### src/rtl/tnn_column_if.sv
// Handshake and data bundle between a volley source and the tnn_column.
// The source drives start/training/spike_times; the column returns its status and result.
interface tnn_column_if #(
  parameter int NUM_INPUTS  = 8,
  parameter int NUM_NEURONS = 4,
  parameter int TBITS       = 3
) ();
  localparam int WIDX = (NUM_NEURONS > 1) ? $clog2(NUM_NEURONS) : 1;

  logic                             start;
  logic                             training;
  logic [NUM_INPUTS-1:0][TBITS:0]   spike_times;
  logic                             busy;
  logic                             done;
  logic [TBITS:0]                   out_spike_time;
  logic [WIDX-1:0]                  winner;
  logic                             winner_valid;

  modport master (
    output start, training, spike_times,
    input  busy, done, out_spike_time, winner, winner_valid
  );

  modport slave (
    input  start, training, spike_times,
    output busy, done, out_spike_time, winner, winner_valid
  );
endinterface

### src/rtl/tnn_column.sv
// Temporal neural network column: race-logic inference over a spike volley plus optional STDP learning.
// Define STDP_SEARCH_EN to let non-firing neurons grow weights toward active inputs.
module tnn_column #(
  parameter int NUM_INPUTS  = 8,
  parameter int NUM_NEURONS = 4,
  parameter int WBITS       = 3,
  parameter int TBITS       = 3,
  parameter int THRESH      = 6,
  parameter int WINIT       = 2,
  parameter int W_INC       = 1,
  parameter int W_DEC       = 1
) (
  input logic        clk,
  input logic        rst,
  tnn_column_if.slave bus
);
  localparam int WMAX    = (1 << WBITS) - 1;
  localparam int T_GAMMA = 1 << TBITS;
  localparam int IBITS   = (NUM_INPUTS > 1) ? $clog2(NUM_INPUTS) : 1;
  localparam int WIDX    = (NUM_NEURONS > 1) ? $clog2(NUM_NEURONS) : 1;
  localparam int PBITS   = WBITS + $clog2(NUM_INPUTS) + 1;

  localparam logic [1:0] S_IDLE  = 2'd0;
  localparam logic [1:0] S_INFER = 2'd1;
  localparam logic [1:0] S_LEARN = 2'd2;
  localparam logic [1:0] S_DONE  = 2'd3;

  localparam logic [TBITS:0] NO_SPIKE = '1;

  logic [1:0]                     state;
  logic [TBITS-1:0]               t;
  logic [IBITS-1:0]               col;
  logic [NUM_INPUTS-1:0][TBITS:0] lat_times;
  logic                           lat_training;
  logic [WBITS-1:0]               weights [NUM_NEURONS][NUM_INPUTS];
  logic [NUM_NEURONS-1:0]         fired;
  logic                           win_found;
  logic [WIDX-1:0]                win_idx;
  logic [TBITS-1:0]               win_time;

  logic [NUM_INPUTS-1:0]          active;
  logic [PBITS-1:0]               pot [NUM_NEURONS];
  logic [NUM_NEURONS-1:0]         fire_now;
  logic                           first_found;
  logic [WIDX-1:0]                first_idx;
  logic                           eff_found;
  logic [WIDX-1:0]                eff_idx;
  logic [TBITS-1:0]               eff_time;
  logic [WBITS-1:0]               col_next [NUM_NEURONS];

  function automatic logic [WBITS-1:0] sat_inc(input logic [WBITS-1:0] w);
    int v;
    v = int'(w) + W_INC;
    if (v > WMAX) v = WMAX;
    return WBITS'(v);
  endfunction

  function automatic logic [WBITS-1:0] sat_dec(input logic [WBITS-1:0] w);
    int v;
    v = int'(w) - W_DEC;
    if (v < 0) v = 0;
    return WBITS'(v);
  endfunction

  assign bus.busy = (state != S_IDLE);
  assign bus.done = (state == S_DONE);

  // t is frozen at T_GAMMA-1 after inference, so "active" during LEARN is the end-of-window view.
  always_comb begin
    for (int i = 0; i < NUM_INPUTS; i++) begin
      active[i] = !lat_times[i][TBITS] && (lat_times[i][TBITS-1:0] <= t);
    end
  end

  always_comb begin
    for (int n = 0; n < NUM_NEURONS; n++) begin
      pot[n] = '0;
      for (int i = 0; i < NUM_INPUTS; i++) begin
        if (active[i]) pot[n] = pot[n] + PBITS'(weights[n][i]);
      end
      fire_now[n] = (state == S_INFER) && !fired[n] && (pot[n] >= PBITS'(THRESH));
    end
  end

  // Scanning downward leaves the lowest-index simultaneous firer as the candidate.
  always_comb begin
    first_found = 1'b0;
    first_idx   = '0;
    for (int n = NUM_NEURONS - 1; n >= 0; n--) begin
      if (fire_now[n]) begin
        first_found = 1'b1;
        first_idx   = WIDX'(n);
      end
    end
  end

  assign eff_found = win_found | first_found;
  assign eff_idx   = win_found ? win_idx : first_idx;
  assign eff_time  = win_found ? win_time : t;

  always_comb begin
    for (int n = 0; n < NUM_NEURONS; n++) begin
      col_next[n] = weights[n][col];
      if (win_found && (win_idx == WIDX'(n))) begin
        col_next[n] = active[col] ? sat_inc(weights[n][col]) : sat_dec(weights[n][col]);
      end else if (fired[n]) begin
        if (active[col]) col_next[n] = sat_dec(weights[n][col]);
      end else begin
`ifdef STDP_SEARCH_EN
        if (active[col]) col_next[n] = sat_inc(weights[n][col]);
`else
        col_next[n] = weights[n][col];
`endif
      end
    end
  end

  always_ff @(posedge clk) begin
    if (rst) begin
      state              <= S_IDLE;
      t                  <= '0;
      col                <= '0;
      lat_times          <= '0;
      lat_training       <= 1'b0;
      fired              <= '0;
      win_found          <= 1'b0;
      win_idx            <= '0;
      win_time           <= '0;
      bus.out_spike_time <= NO_SPIKE;
      bus.winner         <= '0;
      bus.winner_valid   <= 1'b0;
      for (int n = 0; n < NUM_NEURONS; n++) begin
        for (int i = 0; i < NUM_INPUTS; i++) begin
          weights[n][i] <= WBITS'(WINIT);
        end
      end
    end else begin
      case (state)
        S_IDLE: begin
          if (bus.start) begin
            lat_times    <= bus.spike_times;
            lat_training <= bus.training;
            t            <= '0;
            fired        <= '0;
            win_found    <= 1'b0;
            state        <= S_INFER;
          end
        end
        S_INFER: begin
          fired <= fired | fire_now;
          if (!win_found && first_found) begin
            win_found <= 1'b1;
            win_idx   <= first_idx;
            win_time  <= t;
          end
          if (t == TBITS'(T_GAMMA - 1)) begin
            col <= '0;
            if (lat_training) begin
              state <= S_LEARN;
            end else begin
              state              <= S_DONE;
              bus.out_spike_time <= eff_found ? {1'b0, eff_time} : NO_SPIKE;
              bus.winner         <= eff_found ? eff_idx : '0;
              bus.winner_valid   <= eff_found;
            end
          end else begin
            t <= t + 1'b1;
          end
        end
        S_LEARN: begin
          for (int n = 0; n < NUM_NEURONS; n++) begin
            weights[n][col] <= col_next[n];
          end
          if (col == IBITS'(NUM_INPUTS - 1)) begin
            state              <= S_DONE;
            bus.out_spike_time <= eff_found ? {1'b0, eff_time} : NO_SPIKE;
            bus.winner         <= eff_found ? eff_idx : '0;
            bus.winner_valid   <= eff_found;
          end else begin
            col <= col + 1'b1;
          end
        end
        default: begin
          state <= S_IDLE;
        end
      endcase
    end
  end
endmodule

### src/flat_wrapper.sv
// flat-port wrapper written by rule: the top's interface ports become plain ports
module tnn_column_flat 
#(
  parameter int NUM_INPUTS  = 8,
  parameter int NUM_NEURONS = 4,
  parameter int WBITS       = 3,
  parameter int TBITS       = 3,
  parameter int THRESH      = 6,
  parameter int WINIT       = 2,
  parameter int W_INC       = 1,
  parameter int W_DEC       = 1
)
  (clk, rst, bus_start, bus_training, bus_spike_times, bus_busy, bus_done, bus_out_spike_time, bus_winner, bus_winner_valid);
  tnn_column_if #(.NUM_INPUTS(NUM_INPUTS), .NUM_NEURONS(NUM_NEURONS), .TBITS(TBITS)) bus_i ();
  input logic clk;
  input logic rst;
  input wire logic [$bits(bus_i.start)-1:0] bus_start;
  input wire logic [$bits(bus_i.training)-1:0] bus_training;
  input wire logic [$bits(bus_i.spike_times)-1:0] bus_spike_times;
  output wire logic [$bits(bus_i.busy)-1:0] bus_busy;
  output wire logic [$bits(bus_i.done)-1:0] bus_done;
  output wire logic [$bits(bus_i.out_spike_time)-1:0] bus_out_spike_time;
  output wire logic [$bits(bus_i.winner)-1:0] bus_winner;
  output wire logic [$bits(bus_i.winner_valid)-1:0] bus_winner_valid;
  assign bus_i.start = bus_start;
  assign bus_i.training = bus_training;
  assign bus_i.spike_times = bus_spike_times;
  assign bus_busy = bus_i.busy;
  assign bus_done = bus_i.done;
  assign bus_out_spike_time = bus_i.out_spike_time;
  assign bus_winner = bus_i.winner;
  assign bus_winner_valid = bus_i.winner_valid;
  tnn_column #(.NUM_INPUTS(NUM_INPUTS), .NUM_NEURONS(NUM_NEURONS), .WBITS(WBITS), .TBITS(TBITS), .THRESH(THRESH), .WINIT(WINIT), .W_INC(W_INC), .W_DEC(W_DEC)) u_core (.clk(clk), .rst(rst), .bus(bus_i));
endmodule
### config.mk
export PLATFORM = sky130hd
export DESIGN_NAME = tnn_column_flat
export DESIGN_NICKNAME = d
export VERILOG_FILES = /design/src/rtl/tnn_column_if.sv /design/src/rtl/tnn_column.sv /design/src/flat_wrapper.sv
export SDC_FILE = /design/constraint.sdc
export NUM_CORES = 1
export LEC_CHECK = 0
export ABC_AREA = 1
export CAP_MARGIN = 0
export CORE_MARGIN = 2
export CORE_UTILIZATION = 40
export DETAILED_ROUTE_END_ITERATION = 7
export SYNTH_ARGS = -nofsm -noshare
export SYNTH_HDL_FRONTEND = slang
export SYNTH_SLANG_ARGS = --single-unit
### constraint.sdc
create_clock -name clk -period 14.45 [get_ports clk]
set_input_delay 2.1675 -clock clk [delete_from_list [all_inputs] [get_ports clk]]
set_output_delay 2.1675 -clock clk [all_outputs]
set_load 0.02 [all_outputs]
* After elaboration in Yosys (flattened, before gate mapping)
Memories as Yosys holds them, arrays and structs flattened. Index checks and enable logic that the tools add are counted.
Storage, ports and cells: register bits 58, latch bits 0, RAM bits 96, ROM bits 0, bits of input ports 36, output and inout port bits 9, logic and storage cells 456, memories 1
Operators by class: add/sub/neg operators 38, $mul 0, divide/modulo/power cells 0, magnitude comparators 23, equality and inequality tests 15, shifts and indexed selects 0, muxes and demuxes 213, bitwise operators 99, reduce and logical (&&, ||, !) cells 48
Memory list:
- u_core.weights | words 4, width 24, rd ports 4, clocked after Yosys merged registers in 0, wr ports 4, RTL line tnn_column.sv:35 | logic [WBITS-1:0] weights [NUM_NEURONS][NUM_INPUTS];
Operators with widths (count):
- $mux W7 | 28
- $add A7 B3 Y7 | 24
- $mux W3 | 42
- $mux W1 | 111
- $or A1 B1 Y1 | 97
- $bmux W3 S3 | 4
- $ge A7 B3 Y1 const B | 4
- $le A3 B3 Y1 | 8
- $mux W2 | 12
- $mux W24 | 1
- $logic_and A1 B1 Y1 | 22
- $lt A4 B1 Y1 const B | 5
- $mux W4 | 5
- $add A3 B1 Y4 const B | 4
- $add A3 B3 Y4 | 4
- $gt A4 B3 Y1 const B | 4
- $pmux W4 S2 | 2
- $sub A3 B1 Y4 const B | 4
- $logic_not A1 Y1 | 13
- $ne A2 B2 Y1 const B | 6
- $pmux W3 S2 | 2
- $reduce_and A3 Y1 | 4
- $demux W3 S3 | 1
- $eq A2 B2 Y1 const B | 4
- 16 further kinds | 25

* Longest topological paths before layout
depth in word-level cells 28, mapped depth 59, depth with buffers taken out 59

* Worst setup path after synthesis
OpenSTA, ideal clock, no wires.
kind register to register, start register u_core.t[2], end register u_core.win_time[0], library setup time 0.114 ns, data arrival time 8.202 ns, slack 6.135 ns, cell stages (with the launch flop) 47, cell sequence dfxtp_1 > inv_1 > ha_1 > a21oi_2 > nand2_1 > nand2_2 > nand2_1 > buf_2 > nor2_1 > ha_1 > fa_1 > o21a_1 > inv_1 > fa_1 > o21ai_0 > fa_1 > or2_2 > nand2_1 > [... 11 more ...] > fa_1 > nor2_1 > inv_1 > a21oi_1 > nand3_1 > nand3b_1 > inv_1 > nand3_1 > nand2_1 > nand2_1 > nand2_1 > nand2_2 > inv_2 > nand3_2 > nand2_4 > inv_2 > nor2_1 > nor2_1
On the way: longest elaborated chain between the ends 25
RTL lines:
- from (decl) | RTL line tnn_column.sv:31 | logic [TBITS-1:0] t;
- from (signal assigned) | RTL line tnn_column.sv:167 | t <= t + 1'b1;
- $le A3 B3 Y1 | RTL line tnn_column.sv:71 | active[i] = !lat_times[i][TBITS] && (lat_times[i][TBITS-1:0] <= t);
- $logic_and A1 B1 Y1 | RTL line tnn_column.sv:71
- $mux W3 | RTL line tnn_column.sv:79 | if (active[i]) pot[n] = pot[n] + PBITS'(weights[n][i]);
- $add A3 B3 Y4 | RTL line tnn_column.sv:79
- $mux W7 | RTL line tnn_column.sv:79
- $add A7 B3 Y7 | RTL line tnn_column.sv:79
- $mux W7 | RTL line tnn_column.sv:79
- $add A7 B3 Y7 | RTL line tnn_column.sv:79
- [... 7 more ...]
- $add A7 B3 Y7 | RTL line tnn_column.sv:79
- $mux W7 | RTL line tnn_column.sv:79
- $ge A7 B3 Y1 | RTL line tnn_column.sv:81 | fire_now[n] = (state == S_INFER) && !fired[n] && (pot[n] >= PBITS'(THRESH));
- $logic_and A1 B1 Y1 | RTL line tnn_column.sv:81
- $mux W1 (3 in a row) | RTL line tnn_column.sv:90 | if (fire_now[n]) begin
- $mux W1 (*) | RTL line tnn_column.sv:90
- $logic_and A1 B1 Y1 (*) | RTL line tnn_column.sv:151 | if (!win_found && first_found) begin
- $reduce_and A2 Y1 (no source line) (*)
- to (signal assigned) | RTL line tnn_column.sv:154 | win_time <= t;
- to (decl) | RTL line tnn_column.sv:39 | logic [TBITS-1:0] win_time;
Mark *: on every way between the ends. The rest lies on a longest branch, timed or not. A chain may end at the register's enable or synchronous reset.

* Worst setup path after layout
start register u_core.t[2], end register u_core.win_time[2]
On the way: longest elaborated chain between the ends 25
RTL lines (RTL line):
- $le A3 B3 Y1 | tnn_column.sv:71
- $logic_and A1 B1 Y1 | tnn_column.sv:71
- $mux W3 | tnn_column.sv:79
- $add A3 B3 Y4 | tnn_column.sv:79
- $mux W7 | tnn_column.sv:79
- $add A7 B3 Y7 | tnn_column.sv:79
- $mux W7 | tnn_column.sv:79
- $add A7 B3 Y7 | tnn_column.sv:79
- [... 6 more ...]
- $mux W7 | tnn_column.sv:79
- $add A7 B3 Y7 | tnn_column.sv:79
- $mux W7 | tnn_column.sv:79
- $ge A7 B3 Y1 | tnn_column.sv:81
- $logic_and A1 B1 Y1 | tnn_column.sv:81
- $mux W1 (4 in a row) | tnn_column.sv:90
- $logic_and A1 B1 Y1 | tnn_column.sv:151
- $reduce_and A2 Y1 (no source line)
Several ways; a longest one is shown, not always the timed one.

==> results_tabular.tex <==
\begin{tabular}{lr}
\hline
Metric & Value \\
\hline
\multicolumn{2}{l}{\textbf{Clock network}} \\
TritonCTS clock tree & built \\
Clock latency at the later pin of the worst-skew pair & 440 ps \\
\# Post-CTS Setup Buffers & 0 \\
Clk Tree Root Cell & clkbuf\_16 \\
Clock input transition at the sequential cells of the worst setup and hold paths & 70 ps \\
Maximum buffer depth of the clock tree & 2 \\
Clock buffer count from CTS & 17 \\
H-tree depth & 4 \\
CTS Hold Bufs & 0 \\
Clock sink count & 154 \\
Post-cts sizing count & 0 \\
\multicolumn{2}{l}{\textbf{Yosys}} \\
Number of instances in the synthesized netlist & 1,883 \\
Post-synthesis area per instance & 6.978 um\^{}2 \\
Syn Nets & 2,070 \\
Post-Syn Area & 0.01314 mm\^{}2 \\
Sequential fraction of the synthesis area & 27.35\% \\
Count leader, synth & nand2\_1 \\
Count of flip-flops with a built-in enable after synthesis & 51 \\
Share of flip-flops with an asynchronous set or reset & 0\% \\
Number of distinct library cells after synthesis & 58 \\
Synthesized-area fraction occupied by xor and xnor cells & 1.457\% \\
Top cell type by total area after synthesis & dfxtp\_1 \\
Multiplexer share of the synthesized area & 0\% \\
Adder and majority gate portion of the synthesized area & 15.87\% \\
Commonest cells in the synthesized netlist & nand2\_1, inv\_1, nor2\_1 \\
Largest cells by area after synthesis & dfxtp\_1, ha\_1, edfxtp\_1 \\
Share of Yosys cell area claimed by the top area cell type & 15.69\% \\
Dominant register cell in the synthesized netlist & dfxtp\_1 \\
Share of the synthesized area in compound gates (AO/OA/AOI/OAI) & 15.52\% \\
Main combinational cell family by area after synthesis & simple AND/OR/NAND/NOR gates \\
Count of synthesis-stage warnings from yosys & 0 \\
Synth Area in Simple Gates & 29.74\% \\
Register bit count reported by yosys & 154 \\
\multicolumn{2}{l}{\textbf{Timing}} \\
Max Slew Vio Count & 0 \\
Final-layout setup total negative slack & 0 ps \\
Upper clock frequency limit & 0.1051 GHz \\
Tmin final & 9511 ps \\
Transition at the pin with the smallest max-transition slack & 1098 ps \\
Clock Skew & 12.09 ps \\
Final period utilization & 65.82\% \\
Slew HR & 26.80\% \\
RSZ-0062 raised after global routing & false \\
Number of hold violations in the final report & 0 \\
Total of endpoints with negative setup slack in the final report & 0 \\
\multicolumn{2}{l}{\textbf{Run}} \\
Max cap viols & 0 \\
\multicolumn{2}{l}{\textbf{Finish}} \\
Final net count & 2,097 \\
Share of final-layout standard cells stronger than drive strength 1 & 8.840\% \\
Total inserted antenna cells & 0 \\
Signed area change from the synthesized netlist to the final layout & 10.70\% \\
Fill cell count & 3,308 \\
\multicolumn{2}{l}{\textbf{Drt}} \\
Post-DR vias/cell & 5.229 \\
Count of unresolved DRC violations after routing & 0 \\
Post-route antenna net violation count & 0 \\
Routed length per placed instance & 16.01 um \\
Number of search-and-repair iterations in the first detailed-routing pass & 7 \\
Routed Wire Length & 37.86 mm \\
Vias post-DR & 12,370 \\
Initial drt markers & 942 \\
\multicolumn{2}{l}{\textbf{Min path}} \\
Hold Path Class & reg2reg \\
\multicolumn{2}{l}{\textbf{Floorplan}} \\
DIE HEIGHT & 185.2 um \\
X dimension of the die & 185.2 um \\
Io pins & 45 \\
Die footprint & 0.03431 mm\^{}2 \\
Number of placement rows & 66 \\
Area of the core & 0.03245 mm\^{}2 \\
Initial cell density of the core & 40.49\% \\
\multicolumn{2}{l}{\textbf{Worst setup path}} \\
Crit path arrival time & 9840 ps \\
Kind of start point of the critical path & flip-flop \\
Highest-delay cell along the critical path & fa\_1 \\
Kind of end point of the critical path & flip-flop \\
Max incr delay on CP & 520 ps \\
Required time at the endpoint of the critical path & 14,780 ps \\
Most frequent cell on the critical path & nand2\_1 \\
Highest net fanout along the worst path & 15 \\
CP Class & reg2reg \\
\multicolumn{2}{l}{\textbf{Global routing}} \\
GRT Max-Usage Layer & met2 \\
Pin count of the biggest net entering global routing & 66 \\
Met2 layer usage reported by global route & 38.69\% \\
Vias in the first global route & 11,730 \\
Antenna violations before repair & 0 \\
Global Route met3 Usage & 2.792\% \\
All-Layer GR Usage & 22.87\% \\
Wire length of the first global-routing pass & 61.31 mm \\
Met1 demand-to-capacity share in global routing & 29.97\% \\
Global route overflow & 0 \\
\multicolumn{2}{l}{\textbf{Outcome}} \\
Outcome & completed \\
\multicolumn{2}{l}{\textbf{Placed design}} \\
Global placer's final weighted congestion & 0.9441 \\
\# port buffers & 44 \\
HPWL after detailed placement & 29.17 mm \\
\hline
\end{tabular}
final timing paths:
check / start / endpoint / slack [ps] / depth (start not counted)
worst max-delay path: u_core.t[2] / u_core.win_time[2] / 4940 / 45
worst min-delay path: u_core.lat_times[27] / u_core.lat_times[27] / 450 / 2
worst max register to register: u_core.t[2] / u_core.win_time[2] / 4940 / 45
worst min register to register: u_core.lat_times[27] / u_core.lat_times[27] / 450 / 2
metal layers:
| layer | wire [um] | share of wire [%] |
|---|---|---|
| met1 | 17390 | 46 |
| met2 | 17380 | 46 |
| met3 | 1897 | 5.0 |
| met4 | 1194 | 3.2 |
| met5 | 0 | 0 |
cell families (layout without fill, tap and decap cells):
group                      Yosys count  count (layout)
and+or+nand+nor                    860             860
DFF                                154             154
buffers and inverters              337             377
adders and majority gates          151             151
AOI/OAI and AO/OA                  360             360
xor gates and xnor gates            21              21
layout by cell type, fill, tap and decap left out, types with 20 or more instances in the layout:
master           count
a31oi_1             21
inv_1              270
o21ai_0            112
o21ai_1             21
nand2_2             35
ha_1               125
nand3_2             20
or2_2               27
fa_1                26
nand3_1            110
o22ai_1             51
nand2_1            371
dfxtp_1            103
nor2_1             231
clkdlybuf4s50_1     44
edfxtp_1            51
a21oi_1            109
stage by stage:
step	hold WS [ps]	instance area, um^2	utilization [%]	instances	setup slack [ps]
2_1_floorplan	429.7	13140	-	1883	6135
6_report	454.3	14550	44.82	2365	4939
5_1_grt	482.9	14550	44.82	2365	4237
3_3_place_gp	441.9	13990	43.11	2333	5306
3_5_place_dp	447.5	13990	43.11	2333	5015
4_1_cts	456.8	14550	44.82	2365	4985
critical path: cells and delay by family, from the launching register on:
family / cells / cell delay [ps]
fa+ha+maj: 9 / 3670
simple gates: 23 / 3610
compound gates: 5 / 980
buf+inv: 8 / 700
flops: 1 / 400
layout make-up:
type / instances / area (um^2) / area share (%)
clock inverters: 14 / 126.4 / 0.8688
clock buffers: 18 / 429.2 / 2.951
inverters: 289 / 1090 / 7.493
repair buffers: 56 / 530.5 / 3.647
multi-input cells: 1392 / 8223 / 56.53
well taps: 442 / 553.0 / 3.802
flip-flops and latches: 154 / 3593 / 24.71
sequential cells by signal (all words and copies together), names as in the netlist:
register / count
u_core.bus.out_spike_time: 4
u_core.bus.winner: 2
u_core.bus.winner_valid: 1
u_core.col: 3
u_core.fired: 4
u_core.lat_times: 32
u_core.lat_training: 1
u_core.state: 2
u_core.t: 3
u_core.weights: 96
u_core.win_found: 1
u_core.win_idx: 2
u_core.win_time: 3
Power is not shown: default switching activity piles up to over one toggle a cycle in this logic, so the estimate is an artifact.
==> patch 1: new RTL, same settings <==
`NUM_NEURONS` is set to 4 in 3 places; all go to 8.
--- a/src/rtl/tnn_column_if.sv
+++ b/src/rtl/tnn_column_if.sv
@@ -3,5 +3,5 @@
 interface tnn_column_if #(
   parameter int NUM_INPUTS  = 8,
-  parameter int NUM_NEURONS = 4,
+  parameter int NUM_NEURONS = 8,
   parameter int TBITS       = 3
 ) ();
--- a/src/rtl/tnn_column.sv
+++ b/src/rtl/tnn_column.sv
@@ -3,5 +3,5 @@
 module tnn_column #(
   parameter int NUM_INPUTS  = 8,
-  parameter int NUM_NEURONS = 4,
+  parameter int NUM_NEURONS = 8,
   parameter int WBITS       = 3,
   parameter int TBITS       = 3,
--- a/src/flat_wrapper.sv
+++ b/src/flat_wrapper.sv
@@ -3,5 +3,5 @@
 #(
   parameter int NUM_INPUTS  = 8,
-  parameter int NUM_NEURONS = 4,
+  parameter int NUM_NEURONS = 8,
   parameter int WBITS       = 3,
   parameter int TBITS       = 3,
Ports: changed (resized bus_winner); port bits go from 45 to 46. No check against the original RTL was run, so the function may have changed too.
==> patch 1 against the original RTL <==
Worst setup slack improved by 0.26 ns; design area is 72% higher; first-iteration DRC count increased by 77%; sequential cell count grew 102; routed wire length rose by 84%; synthesized area increased by 74%.
Power is not shown: default switching activity piles up to over one toggle a cycle in this logic, so the estimate is an artifact.
==> patch 1: results (changes against the original RTL) <==
[logic_synthesis]
synth_compound_area_share_pct=17.2  ; +1.7 points
synth-xor-area-share_pct=2.66  ; +1.2 points
synthTopCellsByCount=673 x nand2_1, 454 x inv_1, 387 x nor2_1, 217 x ha_1, 207 x o21ai_0
synth_area_leaders=dfxtp_1 14%, edfxtp_1 13%, ha_1 12%
synth_edf_count=99  ; +94%
ys_seq_area_share_pct=26.8  ; -0.54 points
synth_cell_types=62  ; +6.9%
synthAdderAreaFrac_pct=16.6  ; +0.78 points

[placement]
gp_congestion=0.910  ; -3.6%
io_buffers=45  ; +2.3%
dp_hpwl_mm=49.4  ; +70%

[finish]
drive_above_1_share_pct=8.50  ; -0.34 points
fin_nets=3603  ; +72%
diodes=0  ; unchanged
reg_top3=u_core.weights (192), u_core.lat_times (32), u_core.fired (8)
fillerInstances=5892  ; +78%

[grt]
grt_max_degree=60  ; -9.1%
grt.total_usage_pct=23.6  ; +0.70 points
grt_pass1_vias=19900  ; +70%
grt_pass1_wl_mm=110  ; +80%
antenna_found_initial=0  ; unchanged

[hold_path]
min_to=u_core.lat_times[24]
min_path_type=register to register
hold_start=u_core.lat_times[24]
holdPathStages=2  ; unchanged

[critical_path]
r2r_end=u_core.win_time[1]
r2r_cells=47  ; +4.4%
crit_fanout=27  ; +12
crit_family=adder cells
max_stage_delay_ns=0.50  ; -0.02 ns
cp_slowest_cell=fa_1
arrival_ns=9.73  ; -0.11 ns
timing.reg2reg.setup_slack_ns=5.20  ; +0.26 ns

[clocking]
cts_buffers=28  ; +11
insertion_delay_ns=0.58  ; +0.14 ns
ctsHtreeMaxLevel=1  ; -3
cts_root_buf=clkbuf_16
clock_path_buffers=3  ; +1
cts_resized=0  ; unchanged

[outcome]
outcome=finished, final reports clean

[timing]
max-slew-margin-rel_pct=19.8  ; -7.0 points
setup-tns-final_ns=0  ; unchanged
finClkSkew_ns=0.0310  ; +0.0189 ns

[drt]
drt_iter0_drc=1670  ; +77%
dr.pass1.iters=6  ; -1
wl_mm=69.6  ; +84%
routed_via_density=5.20  ; -0.50%

==> patch 1: cell types whose count changed after synthesis, sizes merged, moves of 20 or more <==
cell    before  now
nand2      415  709
fa          26   54
edfxtp      51   99
xor2        14   51
clkbuf      31   64
ha         125  217
inv        284  509
nand3      132  154
o22ai       51   85
nor2       237  403
o21ai      136  305
a21oi      114  174
dfxtp      103  157
buf         16   36
==> patch 1: per-stage QoR <==
stage | cells | hold WS, ns | cell area [sq um] | setup slack [ns]
finish | 4074 | 0.465 | 25000 | 5.20
global route | 4074 | 0.498 | 25000 | 4.52
CTS | 4074 | 0.467 | 25000 | 5.25
floorplan | 3284 | 0.430 | 22800 | 6.04
detailed placement | 4022 | 0.444 | 24100 | 5.27
global placement | 4022 | 0.448 | 24100 | 5.39
==> patch 1: logic make-up after synthesis <==
kind of cell               after synthesis
AOI/OAI and AO/OA                      685
xor gates and xnor gates                65
adders and majority gates              271
buffers and inverters                  618
DFF                                    256
and+or+nand+nor                       1389
==> patch 1: how the worst max path moves through the flow <==
stage                     cells past startpoint  slack (ns)            endpoint
final                                        47        5.20  u_core.win_time[1]
after global routing                         47        4.52  u_core.win_time[1]
after CTS                                    47        5.25  u_core.win_time[1]
after detailed placement                     47        5.27  u_core.win_time[1]
after global placement                       47        5.39  u_core.win_time[1]
after floorplan                              48        6.04  u_core.win_time[0]
==> patch 1: layer usage <==
metal	GRT usage, %	vias up	share of wire, %
met4	7.96	0	3.6
met3	3.97	118	7.3
met2	38.6	655	44
met1	31.5	9600	45
li1	-	10800	-
met5	0	-	0
==> patch 1: final cells by class <==
cell class	count	area share, %
flip-flops and latches	256	24.4
clock inverters	12	0.634
repair buffers	82	2.89
multi-input cells	2410	57.2
inverters	518	7.76
well taps	756	3.78
clock buffers	40	3.31
==> patch 1: worst register-to-register path, delay by kind of cell (launching register included) <==
| kind | cells | cell delay, ns |
|---|---|---|
| simple gates | 24 | 3.54 |
| fa+ha+maj | 9 | 3.59 |
| buf+inv | 8 | 0.82 |
| compound gates | 5 | 0.71 |
| flops | 1 | 0.38 |
| xor+xnor | 1 | 0.12 |
==> patch 2: new RTL, same settings <==
Without the edit above. Reset style: asynchronous (`rst`), changed in one clocked block.
--- a/src/rtl/tnn_column.sv
+++ b/src/rtl/tnn_column.sv
@@ -116,5 +116,5 @@
   end
 
-  always_ff @(posedge clk) begin
+  always_ff @(posedge clk or posedge rst) begin
     if (rst) begin
       state              <= S_IDLE;
Behaviour: differs if rst is asserted again (counterexample within 4 cycles, from zero or initial values and one cycle with rst high); with rst held inactive, the same outputs for 4 cycles.
==> patch 2 against the original RTL <==
Non-clock buffer count rose by 5; synthesized cell count rose by 6.1%; critical endpoint is now u_core.win_time[0]; design area rose by 4.6%; synthesized area rose by 4.4%; routed wire length rose by 3.9%; worst setup slack improved by 0.16 ns; largest cell class unchanged; sequential cell count did not move.
Power is left out: the tool's default activity adds up to more than one toggle a clock period on the data nets, which glitch-free logic cannot reach.
==> patch 2: results (changes against the original RTL) <==
[finish]
fillerInstances=3501  ; +5.8%
drive_above_1_share_pct=8.35  ; -0.49 points
final-nonclk-buf-share_pct=3.73  ; +0.085 points
clockNetworkAreaShare_pct=3.95  ; +0.13 points
diodes=1  ; +1
multi_input_cells=1497  ; +7.5%
syn_to_final_growth_pct=11.0
seq_cell_count=154  ; unchanged
regArea_sq_mm=0.00390  ; +8.5%
buffers=61  ; +8.9%
clock_buffer_count=19  ; +1
seq-cell-share_pct=25.6  ; +0.91 points
multi_input_area_share_pct=55.8  ; -0.78 points
inverters=293  ; +1.4%

[hold_path]
hold_start=u_core.bus.out_spike_time[2]
min_to=u_core.bus.out_spike_time[2]
holdPathStages=2  ; unchanged

[placement]
io_buffers=44  ; unchanged
dpl.cell_count=2453  ; +5.1%
gp_congestion=0.840  ; -11%
dp_hpwl_mm=29.1  ; -0.14%
place_ws_ns=5.10  ; +0.0804 ns

[timing]
holdWs_ns=0.471  ; +0.0169 ns
finalCriticalPeriod_ns=9.35  ; -0.161 ns
finClkSkew_ns=0.0156  ; +0.00355 ns
worst_pin_slew_ns=1.10  ; +0.00141 ns

[drt]
wl_per_cell_microns=15.8  ; -1.1%
wl_mm=39.4  ; +3.9%
drt_iter0_drc=741  ; -21%
routed_via_density=5.11  ; -2.3%
dr.pass1.iters=6  ; -1

[critical_path]
crit_start=u_core.t[2]
r2r_end=u_core.win_time[0]
timing.reg2reg.setup_slack_ns=5.10  ; +0.16 ns
crit_family=simple AND/OR/NAND/NOR gates
r2r_cells=42  ; -6.7%
arrival_ns=9.71  ; -0.13 ns
cp_slowest_cell=fa_1

[grt]
grt_max_degree=94  ; +42%
grt_pass1_vias=12500  ; +6.7%
grt_pass1_wl_mm=64.8  ; +5.7%
grt.total_usage_pct=22.8  ; -0.098 points

[clocking]
insertion_delay_ns=0.44  ; about the same
cts_resized=0  ; unchanged
post_cts_buffers=0  ; unchanged
cts_buffers=17  ; unchanged

[logic_synthesis]
synth.avg_cell_area_sq_um=6.86  ; -1.6%
ys_seq_area_share_pct=28.4  ; +1.1 points
synth_cell_types=53  ; -8.6%
async_flop_share_pct=100  ; +100 points
synthTopCellsByCount=538 x nand2_1, 281 x inv_1, 200 x nor2_1, 173 x o21ai_0, 125 x ha_1
syn_nets=2185  ; +5.6%
synth_area_leaders=dfrtp_1 22%, nand2_1 15%, ha_1 11%

[outcome]
outcome=finished, final reports clean

==> patch 2: cell count changes in the layout (fill, tap and decap cells not counted), moves of 18 or more <==
cell,change
dfrtp_1,+118
dfstp_2,+36
dfxtp_1,-103
edfxtp_1,-51
nand2_1,+167
nand2_2,-18
nor2_1,-33
o21ai_0,+61
o22ai_1,-46
==> patch 2: cell families (layout without fill, tap and decap cells) <==
logic type,after synthesis,count (layout),synth area share (%)
adders and majority gates,151,151,15.2
DFF,154,154,28.4
AOI/OAI and AO/OA,384,384,15.4
and+or+nand+nor,928,928,28.8
other,0,1,0
xor gates and xnor gates,27,27,1.92
buffers and inverters,347,386,9.74
muxes,7,7,0.575
==> patch 2: per-layer routing <==
layer | GRT usage [%] | wire, microns | vias up
li1 | - | - | 6493
met1 | 30.4 | 18200 | 5872
met2 | 39.5 | 18600 | 305
met3 | 2.58 | 2000 | 35
met4 | 5.32 | 552 | 0
met5 | 0 | 0 | -
